--- src/rtl/axi_arb_pkg.sv ---
// rtl/axi_arb_pkg.sv - shared types, AXI widths and round-robin helper for the read arbiter
//
// Contents:
//   ID_BITS/ADDR_BITS/LEN_BITS/SIZE_BITS/DATA_BITS  AXI field widths
//   RESP_SLVERR                                     response code used on watchdog abort
//   arb_state_e                                     arbiter FSM states
//   rr_pick(req, ptr, n)                            first requester at or after ptr, modulo n
package axi_arb_pkg;

  localparam int ID_BITS   = 4;
  localparam int ADDR_BITS = 32;
  localparam int LEN_BITS  = 8;
  localparam int SIZE_BITS = 3;
  localparam int DATA_BITS = 32;

  localparam logic [1:0] RESP_SLVERR = 2'b10;

  typedef enum logic [1:0] {
    IDLE  = 2'd0,
    ADDR  = 2'd1,
    DATA  = 2'd2,
    ABORT = 2'd3
  } arb_state_e;

  // Supports up to 4 requesters. With no request set, ptr is returned and the
  // caller is expected to qualify the result with |req.
  function automatic logic [1:0] rr_pick(input logic [3:0] req,
                                         input logic [1:0] ptr,
                                         input int         n);
    logic [1:0] idx;
    logic       found;
    rr_pick = ptr;
    found   = 1'b0;
    for (int k = 0; k < 4; k++) begin
      idx = 2'((int'(ptr) + k) % n);
      if (k < n && !found && req[idx]) begin
        rr_pick = idx;
        found   = 1'b1;
      end
    end
  endfunction

endpackage

--- src/rtl/axi_read_arbiter_rr.sv ---
// rtl/axi_read_arbiter_rr.sv - combinational round-robin picker shared by the AXI arbiters
//
// Ports:
//   req_i        in   NUM_M   request vector
//   ptr_i        in   IDX_W   index with highest priority this round
//   gnt_idx_o    out  IDX_W   selected requester
//   gnt_valid_o  out  1       at least one request present
module rr_arbiter #(
  parameter  int NUM_M = 2,
  localparam int IDX_W = (NUM_M > 1) ? $clog2(NUM_M) : 1
) (
  input  logic [NUM_M-1:0] req_i,
  input  logic [IDX_W-1:0] ptr_i,
  output logic [IDX_W-1:0] gnt_idx_o,
  output logic             gnt_valid_o
);
  import axi_arb_pkg::*;

  logic [3:0] req_ext;
  logic [1:0] ptr_ext;
  logic [1:0] pick;

  always_comb begin
    req_ext               = '0;
    req_ext[NUM_M-1:0]    = req_i;
    ptr_ext               = '0;
    ptr_ext[IDX_W-1:0]    = ptr_i;
    pick                  = rr_pick(req_ext, ptr_ext, NUM_M);
  end

  assign gnt_idx_o   = pick[IDX_W-1:0];
  assign gnt_valid_o = |req_i;

endmodule

--- src/rtl/axi_read_arbiter.sv ---
// rtl/axi_read_arbiter.sv - shares one downstream AXI read port between NUM_M masters
//
// Ports:
//   clk, rst                    clock, asynchronous active-low reset
//   m_ar{valid,id,addr,len,size,burst}  in   packed per-master AR channel (slice i = master i)
//   m_arready                   out  per-master AR ready
//   m_rvalid / m_rready         out/in  per-master R handshake
//   m_r{data,id,resp,last}      out  R payload broadcast to all masters, qualify with m_rvalid
//   s_ar{valid,id,addr,len,size,burst} / s_arready  downstream AR channel
//   s_r{valid,data,id,resp,last} / s_rready         downstream R channel
//   busy                        out  a transaction is in progress
//   grant                       out  index of the locked master, meaningful while busy
module axi_read_arbiter #(
  parameter  int NUM_M   = 2,
  parameter  int TIMEOUT = 255,
  localparam int IDX_W   = (NUM_M > 1) ? $clog2(NUM_M) : 1
) (
  input  logic                                    clk,
  input  logic                                    rst,
  input  logic [NUM_M-1:0]                        m_arvalid,
  output logic [NUM_M-1:0]                        m_arready,
  input  logic [NUM_M*axi_arb_pkg::ID_BITS-1:0]   m_arid,
  input  logic [NUM_M*axi_arb_pkg::ADDR_BITS-1:0] m_araddr,
  input  logic [NUM_M*axi_arb_pkg::LEN_BITS-1:0]  m_arlen,
  input  logic [NUM_M*axi_arb_pkg::SIZE_BITS-1:0] m_arsize,
  input  logic [NUM_M*2-1:0]                      m_arburst,
  output logic [NUM_M-1:0]                        m_rvalid,
  input  logic [NUM_M-1:0]                        m_rready,
  output logic [axi_arb_pkg::DATA_BITS-1:0]       m_rdata,
  output logic [axi_arb_pkg::ID_BITS-1:0]         m_rid,
  output logic [1:0]                              m_rresp,
  output logic                                    m_rlast,
  output logic [axi_arb_pkg::ID_BITS-1:0]         s_arid,
  output logic [axi_arb_pkg::ADDR_BITS-1:0]       s_araddr,
  output logic [axi_arb_pkg::LEN_BITS-1:0]        s_arlen,
  output logic [axi_arb_pkg::SIZE_BITS-1:0]       s_arsize,
  output logic [1:0]                              s_arburst,
  output logic                                    s_arvalid,
  input  logic                                    s_arready,
  input  logic [axi_arb_pkg::ID_BITS-1:0]         s_rid,
  input  logic [axi_arb_pkg::DATA_BITS-1:0]       s_rdata,
  input  logic [1:0]                              s_rresp,
  input  logic                                    s_rlast,
  input  logic                                    s_rvalid,
  output logic                                    s_rready,
  output logic                                    busy,
  output logic [IDX_W-1:0]                        grant
);
  import axi_arb_pkg::*;

  // The watchdog fires on the TIMEOUT-th consecutive DATA cycle without a beat.
  localparam logic [7:0] WD_LAST = 8'(TIMEOUT - 1);

  arb_state_e             state_q;
  logic [IDX_W-1:0]       grant_q;
  logic [IDX_W-1:0]       rr_ptr_q;
  logic [7:0]             wd_cnt_q;
  logic [ID_BITS-1:0]     ar_id_q;
  logic [ADDR_BITS-1:0]   ar_addr_q;
  logic [LEN_BITS-1:0]    ar_len_q;
  logic [SIZE_BITS-1:0]   ar_size_q;
  logic [1:0]             ar_burst_q;

  logic [IDX_W-1:0]       pick_idx;
  logic                   pick_valid;
  logic                   r_hs;

  rr_arbiter #(.NUM_M(NUM_M)) u_rr (
    .req_i      (m_arvalid),
    .ptr_i      (rr_ptr_q),
    .gnt_idx_o  (pick_idx),
    .gnt_valid_o(pick_valid)
  );

  assign r_hs = s_rvalid && s_rready;

  always_ff @(posedge clk or negedge rst) begin
    if (!rst) begin
      state_q    <= IDLE;
      grant_q    <= '0;
      rr_ptr_q   <= '0;
      wd_cnt_q   <= '0;
      ar_id_q    <= '0;
      ar_addr_q  <= '0;
      ar_len_q   <= '0;
      ar_size_q  <= '0;
      ar_burst_q <= '0;
    end else begin
      case (state_q)
        IDLE: begin
          // The payload is captured here so a master that later drops its
          // request cannot change what goes downstream.
          if (pick_valid) begin
            grant_q    <= pick_idx;
            ar_id_q    <= m_arid[int'(pick_idx)*ID_BITS +: ID_BITS];
            ar_addr_q  <= m_araddr[int'(pick_idx)*ADDR_BITS +: ADDR_BITS];
            ar_len_q   <= m_arlen[int'(pick_idx)*LEN_BITS +: LEN_BITS];
            ar_size_q  <= m_arsize[int'(pick_idx)*SIZE_BITS +: SIZE_BITS];
            ar_burst_q <= m_arburst[int'(pick_idx)*2 +: 2];
            wd_cnt_q   <= '0;
            state_q    <= ADDR;
          end
        end
        ADDR: begin
          if (s_arready) begin
            state_q  <= DATA;
            rr_ptr_q <= (grant_q == IDX_W'(NUM_M - 1)) ? '0 : grant_q + 1'b1;
          end
        end
        DATA: begin
          if (r_hs) begin
            wd_cnt_q <= '0;
            if (s_rlast) state_q <= IDLE;
          end else if (wd_cnt_q == WD_LAST) begin
            wd_cnt_q <= '0;
            state_q  <= ABORT;
          end else begin
            wd_cnt_q <= wd_cnt_q + 8'd1;
          end
        end
        ABORT: begin
          if (m_rready[grant_q]) state_q <= IDLE;
        end
        default: state_q <= IDLE;
      endcase
    end
  end

  always_comb begin
    m_arready = '0;
    m_rvalid  = '0;
    s_rready  = 1'b0;
    s_arvalid = 1'b0;
    s_arid    = '0;
    s_araddr  = '0;
    s_arlen   = '0;
    s_arsize  = '0;
    s_arburst = '0;
    m_rdata   = '0;
    m_rid     = '0;
    m_rresp   = '0;
    m_rlast   = 1'b0;
    case (state_q)
      ADDR: begin
        s_arvalid          = 1'b1;
        s_arid             = ar_id_q;
        s_araddr           = ar_addr_q;
        s_arlen            = ar_len_q;
        s_arsize           = ar_size_q;
        s_arburst          = ar_burst_q;
        m_arready[grant_q] = s_arready;
      end
      DATA: begin
        m_rvalid[grant_q] = s_rvalid;
        s_rready          = m_rready[grant_q];
        m_rdata           = s_rdata;
        m_rid             = s_rid;
        m_rresp           = s_rresp;
        m_rlast           = s_rlast;
      end
      ABORT: begin
        // Synthesised error terminator; any late downstream beat is accepted
        // and discarded so the slave cannot wedge the port.
        m_rvalid[grant_q] = 1'b1;
        s_rready          = 1'b1;
        m_rid             = ar_id_q;
        m_rresp           = RESP_SLVERR;
        m_rlast           = 1'b1;
      end
      default: ;
    endcase
  end

  assign busy  = (state_q != IDLE);
  assign grant = grant_q;

endmodule

--- config.mk ---
export PLATFORM = sky130hd
export DESIGN_NAME = axi_read_arbiter
export DESIGN_NICKNAME = d
export VERILOG_FILES = /design/src/rtl/axi_arb_pkg.sv /design/src/rtl/axi_read_arbiter_rr.sv /design/src/rtl/axi_read_arbiter.sv
export SDC_FILE = /design/constraint.sdc
export NUM_CORES = 1
export LEC_CHECK = 0
export ABC_AREA = 0
export BUFFER_PORTS_ARGS = -buffer_cell sky130_fd_sc_hd__buf_2
export CAP_MARGIN = 0
export CORE_ASPECT_RATIO = 2
export CORE_MARGIN = 5
export CORE_UTILIZATION = 30
export DETAILED_ROUTE_END_ITERATION = 8
export SYNTH_ARGS = -nofsm -noshare
export SYNTH_HDL_FRONTEND = slang
export SYNTH_SLANG_ARGS = --single-unit
--- constraint.sdc ---
create_clock -name clk -period 3.75 [get_ports clk]
set_input_delay 0.9375 -clock clk [delete_from_list [all_inputs] [get_ports clk]]
set_output_delay 0.9375 -clock clk [all_outputs]
set_load 0.1 [all_outputs]
==> reports/summary.json, run 1 <==
{
  "outcome": {"value": "complete, no violations"},
  "reg2reg_to": {"value": "wd_cnt_q[1]$_DFFE_PN0P_"},
  "slew_headroom": {"value": 43.9, "unit": "%"},
  "placement.io_buffers": {"value": 240},
  "tritoncts_clock_tree": {"value": "done"},
  "die-width": {"value": 88.5, "unit": "µm"},
  "h-tree-depth": {"value": 3},
  "grt_pass1_vias": {"value": 3740},
  "post_cts.resized_instances": {"value": 0},
  "initial_core_util": {"value": 30.5, "unit": "%"},
  "clkTransAtPathRegs": {"value": 50, "unit": "ps"},
  "timing.critical_path.slowest_cell_delay": {"value": 650, "unit": "ps"},
  "initialDrtViolationCount": {"value": 73},
  "tritoncts_num_sinks": {"value": 61},
  "layout-drive-gt1-share": {"value": 43.5, "unit": "%"},
  "worst-r2r-setup-slack": {"value": 1390, "unit": "ps"},
  "total_negative_slack": {"value": 0, "unit": "ps"},
  "fmax": {"value": 0.301, "unit": "GHz"},
  "clockBufferDepth": {"value": 2},
  "yosys_warnings": {"value": 0},
  "worst_pin_slew": {"value": 839, "unit": "ps"},
  "timing.critical_path.to_type": {"value": "output pin"},
  "gr-total-overflow": {"value": 0},
  "post_cts_buffers": {"value": 0},
  "finalSetupViolCount": {"value": 0},
  "clock_insertion_delay_worst_skew": {"value": 320, "unit": "ps"},
  "worstHoldEndpoint": {"value": "ar_addr_q[4]$_DFFE_PN0P_"},
  "crit_arrival": {"value": 2380, "unit": "ps"},
  "place_hpwl": {"value": 9.64, "unit": "mm"},
  "clock_tree.root_cell": {"value": "sky130_fd_sc_hd__clkbuf_16"},
  "gp_routability_congestion": {"value": 0.787},
  "report.final.slew_viol_count": {"value": 0},
  "sequential_element_share_of_the_synthesized_area": {"value": 41.3, "unit": "%"},
  "synth.cell_area": {"value": 3700, "unit": "µm²"},
  "worstSetupStartpoint": {"value": "state_q[0]$_DFFE_PN0P_"},
  "worst_r2r_startpoint": {"value": "state_q[0]$_DFFE_PN0P_"},
  "detailed_route_wl": {"value": 11.7, "unit": "mm"},
  "antenna_violating_nets_post_route": {"value": 0},
  "synthesis.instances": {"value": 397},
  "grt_pass1_wl": {"value": 17.7, "unit": "mm"},
  "drt-vias-per-instance": {"value": 4.61},
  "worst_hold_path.num_cells": {"value": 2},
  "antenna_found_initial": {"value": 0},
  "synth.distinct_cells": {"value": 42},
  "final_period_minus_worst_setup_slack": {"value": 3320, "unit": "ps"},
  "synth_register_bits": {"value": 61},
  "detail_route.first_pass.iterations": {"value": 4},
  "timing.critical_path.required": {"value": 2810, "unit": "ps"},
  "post_synthesis_to_final_layout_area_growth": {"value": 41.8, "unit": "%"},
  "chipHeight": {"value": 167, "unit": "µm"},
  "core_area": {"value": 12100, "unit": "µm²"},
  "number_of_max_cap_violations": {"value": 0},
  "final-hold-violation-count": {"value": 0},
  "worst-setup-path-type": {"value": "reg -> out"},
  "num-nets-final": {"value": 775},
  "unrepaired_setup_endpoints_after_global_routing": {"value": "false"},
  "core.rowCount": {"value": 57},
  "routed-via-count": {"value": 3590},
  "cts-hold-fix-buffers": {"value": 0},
  "routed_wire_length_per_instance": {"value": 15.0, "unit": "µm"},
  "min_from": {"value": "ar_addr_q[4]$_DFFE_PN0P_"},
  "critical-path-slowest-cell": {"value": "sky130_fd_sc_hd__dfrtp_1"},
  "die_area": {"value": 14800, "unit": "µm²"},
  "syn_area_per_cell": {"value": 9.31, "unit": "µm²"},
  "worst_clock_skew": {"value": 5.29, "unit": "ps"},
  "final.period_utilization": {"value": 88.5, "unit": "%"},
  "reg2reg_depth": {"value": 4},
  "synth_fp_nets": {"value": 544},
  "drt_drc_violations_left": {"value": 0},
  "worst_setup_path_start_kind": {"value": "flip-flop"},
  "boundaryPins": {"value": 241},
  "cts_inserted_buffers": {"value": 9},
  "globalRouteTotalUtil": {"value": 15.5, "unit": "%"},
  "worst-path-max-fanout": {"value": 33},
  "hold_class": {"value": "reg -> reg"},
  "grt_start_max_net_pins": {"value": 38},
  "cp_cell_sequence": {"value": "nor2b_4 > buf_4 > and2_1 > buf_2"},
  "n_antenna_cell": {"value": 0}
}
## area by class of cell
type                       count  area, µm²
fill                        1238       6880
multi-input combinational    303       1980
sequential                    61       1530
timing repair buffer         246       1260
clock buffer                  10        239
tap                          147        184
clock inverter                 5       27.5
inverter                       7       26.3
## metal layers
metal	part of all wire, %	vias to the layer above	global-route usage (%)
li1	-	1793	-
met1	31	1632	14.1
met2	58	156	31.5
met3	8.7	9	3.06
met4	1.6	0	5.26
met5	0	-	0
## synthesized netlist by cell type
master	number	area, µm²
sky130_fd_sc_hd__a211oi_1	1	7.51
sky130_fd_sc_hd__a21boi_0	1	7.51
sky130_fd_sc_hd__a21boi_2	1	11.3
sky130_fd_sc_hd__a21o_1	4	30.0
sky130_fd_sc_hd__a21oi_1	2	10.0
sky130_fd_sc_hd__a22o_1	2	17.5
sky130_fd_sc_hd__a31o_1	1	8.76
sky130_fd_sc_hd__a31o_2	1	8.76
sky130_fd_sc_hd__a31oi_1	3	18.8
sky130_fd_sc_hd__and2_1	82	513
sky130_fd_sc_hd__and2b_1	1	7.51
sky130_fd_sc_hd__and3_1	1	6.26
sky130_fd_sc_hd__and4_1	1	8.76
sky130_fd_sc_hd__buf_1	1	3.75
sky130_fd_sc_hd__buf_2	1	5.00
sky130_fd_sc_hd__buf_6	2	22.5
sky130_fd_sc_hd__buf_8	5	75.1
sky130_fd_sc_hd__clkbuf_1	17	63.8
sky130_fd_sc_hd__dfrtp_1	61	1530
sky130_fd_sc_hd__ha_1	2	25.0
sky130_fd_sc_hd__inv_1	7	26.3
sky130_fd_sc_hd__mux2_4	2	30.0
sky130_fd_sc_hd__mux2i_1	55	551
sky130_fd_sc_hd__nand2_1	58	218
sky130_fd_sc_hd__nand3_1	4	20.0
sky130_fd_sc_hd__nand4_1	1	6.26
sky130_fd_sc_hd__nand4_2	1	12.5
sky130_fd_sc_hd__nor2_1	6	22.5
sky130_fd_sc_hd__nor2_2	1	6.26
sky130_fd_sc_hd__nor2b_1	5	31.3
sky130_fd_sc_hd__nor3_1	1	5.00
sky130_fd_sc_hd__nor4b_1	1	8.76
sky130_fd_sc_hd__o21a_1	2	15.0
sky130_fd_sc_hd__o21ai_0	5	25.0
sky130_fd_sc_hd__o21ai_1	47	235
sky130_fd_sc_hd__o21ai_2	4	35.0
sky130_fd_sc_hd__o21ai_4	1	16.3
sky130_fd_sc_hd__o21bai_4	1	18.8
sky130_fd_sc_hd__o22ai_1	1	6.26
sky130_fd_sc_hd__o31ai_2	1	12.5
sky130_fd_sc_hd__or2_1	1	6.26
sky130_fd_sc_hd__or3_1	2	12.5
## placed cells by master (no fill, tap or decap), drive strengths merged
cell type,n
nor3,1
a31o,2
nand3,4
and3,1
ha,2
nand4,2
clkbuf,10
and2b,1
a31oi,3
a21boi,2
a21oi,2
o31ai,1
clkinv,4
a211oi,1
o22ai,1
and2,82
or2,1
a22o,2
o21bai,1
dfrtp,61
inv,7
nor4b,1
clkinvlp,1
nor2,7
nor2b,5
nand2,58
a21o,4
and4,1
or3,2
mux2i,55
o21ai,57
o21a,2
buf,246
mux2,2
## critical path, delay by kind of cell (launching register included)
| kind | cells | cell delay [ps] |
|---|---|---|
| buf+inv | 2 | 770 |
| flops | 1 | 650 |
| simple gates | 2 | 610 |
## how the worst max path moves through the flow
stage	endpoint	cells after the start
detailed placement	s_araddr[9]	4
global route	s_araddr[11]	4
CTS	s_araddr[9]	4
global placement	s_araddr[9]	4
finish	s_araddr[11]	4
floorplan	s_rready	2
## cell families (layout without fill, tap and decap cells)
kind of cell	after synthesis	in the layout	share of synthesized area [%]
compound gates	78	78	13.1
fa+ha+maj	2	2	0.677
buf+inv	33	268	5.31
flops	61	61	41.3
mux	57	57	15.7
simple gates	166	166	23.9
## registers in the layout, summed over array words and instances (netlist names)
name,count
ar_addr_q,32
ar_burst_q,2
ar_id_q,4
ar_len_q,8
grant,1
wd_cnt_q,8
state_q,2
ar_size_q,3
rr_ptr_q,1
## per-stage QoR
step | hold slack [ps] | worst slack (ps) | cell area (µm²) | util [%] | instances
2_1_floorplan | 443 | 116 | 3700 | - | 397
3_3_place_gp | 464 | 798 | 4980 | 41.1 | 764
3_5_place_dp | 468 | 751 | 4980 | 41.1 | 764
4_1_cts | 479 | 387 | 5240 | 43.3 | 779
5_1_grt | 501 | 241 | 5240 | 43.3 | 779
6_report | 473 | 431 | 5240 | 43.3 | 779
Power of run 1 is not shown: default switching activity piles up to over one toggle a cycle in this logic, so the estimate is an artifact.
==> inputs of run 2 (changes only) <==
==> constraint.sdc (replaced) <==
create_clock -name clk -period 3.75 [get_ports clk]
set_input_delay 0.1875 -clock clk [delete_from_list [all_inputs] [get_ports clk]]
set_output_delay 0.1875 -clock clk [all_outputs]
set_load 0.1 [all_outputs]
==> run 2 against run 1 <==
Against the previous run:
- non-clock buffer count down 1
- largest cell class unchanged
- die area unchanged
- maximum frequency up 23%
- highest routed layer unchanged
- core utilization increased by 0.45 points
- register-to-register slack gained 40 ps
- worst hold slack lost 340 ps
- final cell count is the same
==> reports/summary.json, run 2 (synthesis gave the netlist of run 1 again) <==
{
  "total_negative_slack": {"value": 0, "unit": "ps"},
  "outcome": {"value": "complete, no violations"},
  "grt_pass1_vias": {"value": 3707},
  "fmax": {"value": 0.371, "unit": "GHz"},
  "critPathTopFamily": {"value": "simple AND/OR/NAND/NOR gates"},
  "reg.largest.list": {"value": "ar_addr_q (32), ar_len_q (8), wd_cnt_q (8)"},
  "gr-total-overflow": {"value": 0},
  "chipHeight": {"value": 167, "unit": "µm"},
  "core.rowCount": {"value": 57},
  "mostFrequentLayoutCell": {"value": "sky130_fd_sc_hd__buf_2"},
  "critical_path_buf_inv_count": {"value": 1},
  "placement.io_buffers": {"value": 240},
  "finalSetupViolCount": {"value": 0},
  "die_area": {"value": 14800, "unit": "µm²"},
  "routed_wire_length_per_instance": {"value": 15.0, "unit": "µm"},
  "clock_insertion_delay_worst_skew": {"value": 330, "unit": "ps"},
  "worst_clock_skew": {"value": 9.97, "unit": "ps"},
  "clock_tree.root_cell": {"value": "sky130_fd_sc_hd__clkbuf_16"},
  "initial_core_util": {"value": 30.5, "unit": "%"},
  "final_period_minus_worst_setup_slack": {"value": 2690, "unit": "ps"},
  "routed-via-count": {"value": 3586},
  "largest_register": {"value": "ar_addr_q"},
  "worst-path-max-fanout": {"value": 51},
  "worst_pin_slew": {"value": 905, "unit": "ps"},
  "post_synthesis_to_final_layout_area_growth": {"value": 43.3, "unit": "%"},
  "crit_arrival": {"value": 2510, "unit": "ps"},
  "report.final.slew_viol_count": {"value": 0},
  "timing.critical_path.to_type": {"value": "output pin"},
  "cts_inserted_buffers": {"value": 9},
  "post_cts_buffers": {"value": 0},
  "clkTransAtPathRegs": {"value": 50, "unit": "ps"},
  "final.period_utilization": {"value": 71.8, "unit": "%"},
  "initialDrtViolationCount": {"value": 117},
  "n_antenna_cell": {"value": 0},
  "place_hpwl": {"value": 9.59, "unit": "mm"},
  "detail_route.first_pass.iterations": {"value": 4},
  "tritoncts_clock_tree": {"value": "done"},
  "core_area": {"value": 12100, "unit": "µm²"},
  "largest_register_ffs": {"value": 32},
  "hold_class": {"value": "in -> reg"},
  "layout-drive-gt1-share": {"value": 43.2, "unit": "%"},
  "worst_setup_path_start_kind": {"value": "flip-flop"},
  "final_cell_mix": {"value": "240 x sky130_fd_sc_hd__buf_2, 82 x sky130_fd_sc_hd__and2_1, 61 x sky130_fd_sc_hd__dfrtp_1"},
  "gp_routability_congestion": {"value": 0.764},
  "drt_drc_violations_left": {"value": 0},
  "critical-path-slowest-cell": {"value": "sky130_fd_sc_hd__nor2b_4"},
  "globalRouteTotalUtil": {"value": 15.3, "unit": "%"},
  "antenna_found_initial": {"value": 0},
  "drt-vias-per-instance": {"value": 4.60},
  "grt_start_max_net_pins": {"value": 64},
  "boundaryPins": {"value": 241},
  "clockBufferDepth": {"value": 2},
  "cp_cell_sequence": {"value": "nor2b_4 > nand2_1 > nor2_1 > buf_2"},
  "final-hold-violation-count": {"value": 0},
  "die-width": {"value": 88.5, "unit": "µm"},
  "slew_headroom": {"value": 39.5, "unit": "%"},
  "antenna_violating_nets_post_route": {"value": 0},
  "grt_pass1_wl": {"value": 17.5, "unit": "mm"},
  "timing.critical_path.slowest_cell_delay": {"value": 780, "unit": "ps"},
  "unrepaired_setup_endpoints_after_global_routing": {"value": "false"},
  "h-tree-depth": {"value": 3},
  "detailed_route_wl": {"value": 11.7, "unit": "mm"},
  "timing.critical_path.required": {"value": 3560, "unit": "ps"},
  "number_of_max_cap_violations": {"value": 0},
  "num-nets-final": {"value": 774},
  "tritoncts_num_sinks": {"value": 61},
  "worst-setup-path-type": {"value": "reg -> out"}
}
-- run 2: metal layers --
metal	up-vias	wire [µm]	track usage, %
li1	1797	-	-
met5	-	0	0
met2	166	6580	30.8
met4	0	233	5.53
met1	1606	3730	14.2
met3	17	1120	2.97
-- run 2: final timing paths --
kind,slack (ps),to,depth (start not counted),start
min in group asynchronous,450,ar_addr_q[17]$_DFFE_PN0P_,2,rst
setup / recovery,1060,m_arready[0],4,state_q[1]$_DFFE_PN0P_
setup reg to reg,1430,wd_cnt_q[0]$_DFFE_PN0P_,4,state_q[1]$_DFFE_PN0P_
max in group asynchronous,2390,state_q[1]$_DFFE_PN0P_,3,rst
hold / removal,130,ar_addr_q[0]$_DFFE_PN0P_,3,m_araddr[0]
hold reg to reg,460,ar_addr_q[11]$_DFFE_PN0P_,2,ar_addr_q[11]$_DFFE_PN0P_
-- run 2: worst reg2reg max path, delay by kind of cell (launching register included) --
family           cells  cell delay (ps)
AND/OR/NAND/NOR      2              840
AO/OA/AOI/OAI        2              760
flip-flops           1              630
-- run 2: area by class of cell --
class / instances / area, µm²
multi-input combinational: 303 / 1980
sequential: 61 / 1530
tap: 147 / 184
timing repair buffer: 245 / 1250
fill: 1227 / 6830
inverter: 7 / 26.3
clock inverter: 4 / 70.1
clock buffer: 12 / 256
-- run 2: repair_timing --
item,in CTS,in global routing
gates resized for setup,0,0
hold buffers,1,0
endpoints found under the hold margin,28,0
-- run 2: metrics by stage --
stage	utilization (%)	instances	worst slack, ps	cell area, µm²	hold WS [ps]
final	43.7	779	1060	5300	134
after global routing	43.7	779	823	5300	148
after CTS	43.7	779	972	5300	121
after detailed placement	40.9	762	1300	4960	266
after global placement	40.9	762	1380	4960	235
after floorplan	-	397	136	3700	-108
Power of run 2 is left out for the same reason.
==> inputs of run 3 (changes only) <==
==> constraint.sdc (replaced) <==
create_clock -name clk -period 2.4 [get_ports clk]
set_input_delay 0.12 -clock clk [delete_from_list [all_inputs] [get_ports clk]]
set_output_delay 0.12 -clock clk [all_outputs]
set_load 0.1 [all_outputs]
==> run 3 against run 2 <==
Against the previous run:
- sequential cell count unchanged
- core utilization up 6.3 points
- worst hold slack lost 60 ps
- clock-buffer cell count is 1 lower
- first-iteration DRC count is 21% lower
- sequential share of layout area decreased by 3.6 points
- die area did not move
- highest routed layer is now met5
==> reports/summary.json, run 3 (synthesis gave the netlist of run 1 again) <==
{
  "boundaryPins": {"value": 241},
  "critical-path-slowest-cell": {"value": "sky130_fd_sc_hd__dfrtp_1"},
  "report.final.slew_viol_count": {"value": 0},
  "clock_insertion_delay_worst_skew": {"value": 320, "unit": "ps"},
  "finalSetupViolCount": {"value": 0},
  "globalRouteTotalUtil": {"value": 17.2, "unit": "%"},
  "gr-total-overflow": {"value": 0},
  "largest_register": {"value": "ar_addr_q"},
  "clockBufferDepth": {"value": 2},
  "fmax": {"value": 0.474, "unit": "GHz"},
  "place_hpwl": {"value": 10.3, "unit": "mm"},
  "gp_routability_congestion": {"value": 0.852},
  "reg.largest.list": {"value": "ar_addr_q (32), ar_len_q (8), wd_cnt_q (8)"},
  "worst_pin_slew": {"value": 790, "unit": "ps"},
  "cts_inserted_buffers": {"value": 9},
  "post_cts.resized_instances": {"value": 0},
  "timing.critical_path.slowest_cell_delay": {"value": 590, "unit": "ps"},
  "mostFrequentLayoutCell": {"value": "sky130_fd_sc_hd__buf_2"},
  "dpl_cells": {"value": 766},
  "timing.critical_path.required": {"value": 2280, "unit": "ps"},
  "worst-setup-path-type": {"value": "reg -> out"},
  "largest_register_ffs": {"value": 32},
  "initial_core_util": {"value": 30.5, "unit": "%"},
  "tritoncts_clock_tree": {"value": "done"},
  "detail_route.first_pass.iterations": {"value": 4},
  "worst-path-max-fanout": {"value": 34},
  "placement.io_buffers": {"value": 240},
  "die-width": {"value": 88.5, "unit": "µm"},
  "h-tree-depth": {"value": 3},
  "initialDrtViolationCount": {"value": 92},
  "hold_class": {"value": "in -> reg"},
  "clock_tree.root_cell": {"value": "sky130_fd_sc_hd__clkbuf_16"},
  "n_antenna_cell": {"value": 0},
  "clkTransAtPathRegs": {"value": 50, "unit": "ps"},
  "utilization": {"value": 50.0, "unit": "%"},
  "final.period_utilization": {"value": 87.8, "unit": "%"},
  "antenna_found_initial": {"value": 1},
  "drt_drc_violations_left": {"value": 0},
  "post_synthesis_to_final_layout_area_growth": {"value": 64.1, "unit": "%"},
  "critPathTopFamily": {"value": "buffers and inverters"},
  "routed_wire_length_per_instance": {"value": 16.1, "unit": "µm"},
  "crit_arrival": {"value": 1990, "unit": "ps"},
  "antenna_violating_nets_post_route": {"value": 0},
  "tritoncts_num_sinks": {"value": 61},
  "outcome": {"value": "complete, no violations"},
  "unrepaired_setup_endpoints_after_global_routing": {"value": "false"},
  "grt_pass1_vias": {"value": 3904},
  "layout-drive-gt1-share": {"value": 43.6, "unit": "%"},
  "grt_pass1_wl": {"value": 19.6, "unit": "mm"},
  "timing.critical_path.to_type": {"value": "output pin"},
  "core.rowCount": {"value": 57},
  "final-instance-count-excl-fill": {"value": 783},
  "cp_cell_sequence": {"value": "and2b_1 > buf_4 > and2_1 > buf_2"},
  "number_of_max_cap_violations": {"value": 0},
  "critical_path_buf_inv_count": {"value": 2},
  "final_period_minus_worst_setup_slack": {"value": 2110, "unit": "ps"},
  "die_area": {"value": 14800, "unit": "µm²"},
  "slew_headroom": {"value": 47.2, "unit": "%"},
  "grt_start_max_net_pins": {"value": 51},
  "routed-via-count": {"value": 3619},
  "core_area": {"value": 12100, "unit": "µm²"},
  "worst_setup_path_start_kind": {"value": "flip-flop"},
  "final_cell_mix": {"value": "188 x sky130_fd_sc_hd__buf_2, 82 x sky130_fd_sc_hd__and2_1, 61 x sky130_fd_sc_hd__dfrtp_1"},
  "chipHeight": {"value": 167, "unit": "µm"},
  "final-hold-violation-count": {"value": 0},
  "num-nets-final": {"value": 778},
  "detailed_route_wl": {"value": 12.6, "unit": "mm"},
  "worst_clock_skew": {"value": 5.67, "unit": "ps"},
  "drt-vias-per-instance": {"value": 4.62}
}
## run 3: cell count changes in the layout (fill, tap and decap cells not counted), sizes merged
cell      before  now
buf          244  248
bufinv         2    0
clkinv         2    4
clkbuf        12   11
clkinvlp       0    1
## run 3: worst paths after layout
kind / from / depth (start not counted) / end / slack (ps)
max reg2reg: state_q[1]$_DFFE_PN0P_ / 5 / wd_cnt_q[0]$_DFFE_PN0P_ / 440
max: state_q[1]$_DFFE_PN0P_ / 4 / m_rdata[7] / 290
min reg2reg: ar_addr_q[11]$_DFFE_PN0P_ / 2 / ar_addr_q[11]$_DFFE_PN0P_ / 460
min: m_araddr[7] / 3 / ar_addr_q[7]$_DFFE_PN0P_ / 70
min in group asynchronous: rst / 2 / ar_addr_q[12]$_DFFE_PN0P_ / 400
max in group asynchronous: rst / 3 / wd_cnt_q[3]$_DFFE_PN0P_ / 1360
## run 3: metal layers
metal / up-vias / GRT usage (%) / routed length (µm) / share of wire (%)
li1: 1804 / - / - / -
met1: 1675 / 19.6 / 4610 / 37
met2: 116 / 30.6 / 6880 / 55
met3: 22 / 4.10 / 828 / 6.6
met4: 2 / 5.86 / 265 / 2.1
met5: - / 0 / 16 / 0.13
## run 3: cell type report
cell class	count	area, µm²
flip-flops and latches	61	1530
well taps	147	184
fillers	1162	6060
clock inverters	5	27.5
multi-input cells	303	1980
clock buffers	11	233
inverters	7	26.3
repair buffers	249	2090
## run 3: per-stage QoR
step                setup TNS (ps)  hold WS, ps  cell area (µm²)  worst slack [ps]
floorplan                     -389         -176             3700              -165
global placement                 0          181             5800               589
detailed placement               0          187             5800               447
CTS                              0         65.0             6070               264
global route                     0         67.1             6070               141
finish                           0         73.8             6070               292
## run 3: repair_timing
| action | 4_1_cts | 5_1_grt |
|---|---|---|
| endpoints found under the hold margin | 26 | 0 |
| hold buffers | 1 | 0 |
| buffers inserted | 0 | 0 |
## run 3: tightest hold or removal path, cell delays in order
cell and delay (ps):
sky130_fd_sc_hd__buf_2 80, sky130_fd_sc_hd__mux2i_1 50, sky130_fd_sc_hd__o21ai_1 100
Power of run 3 is left out for the same reason.
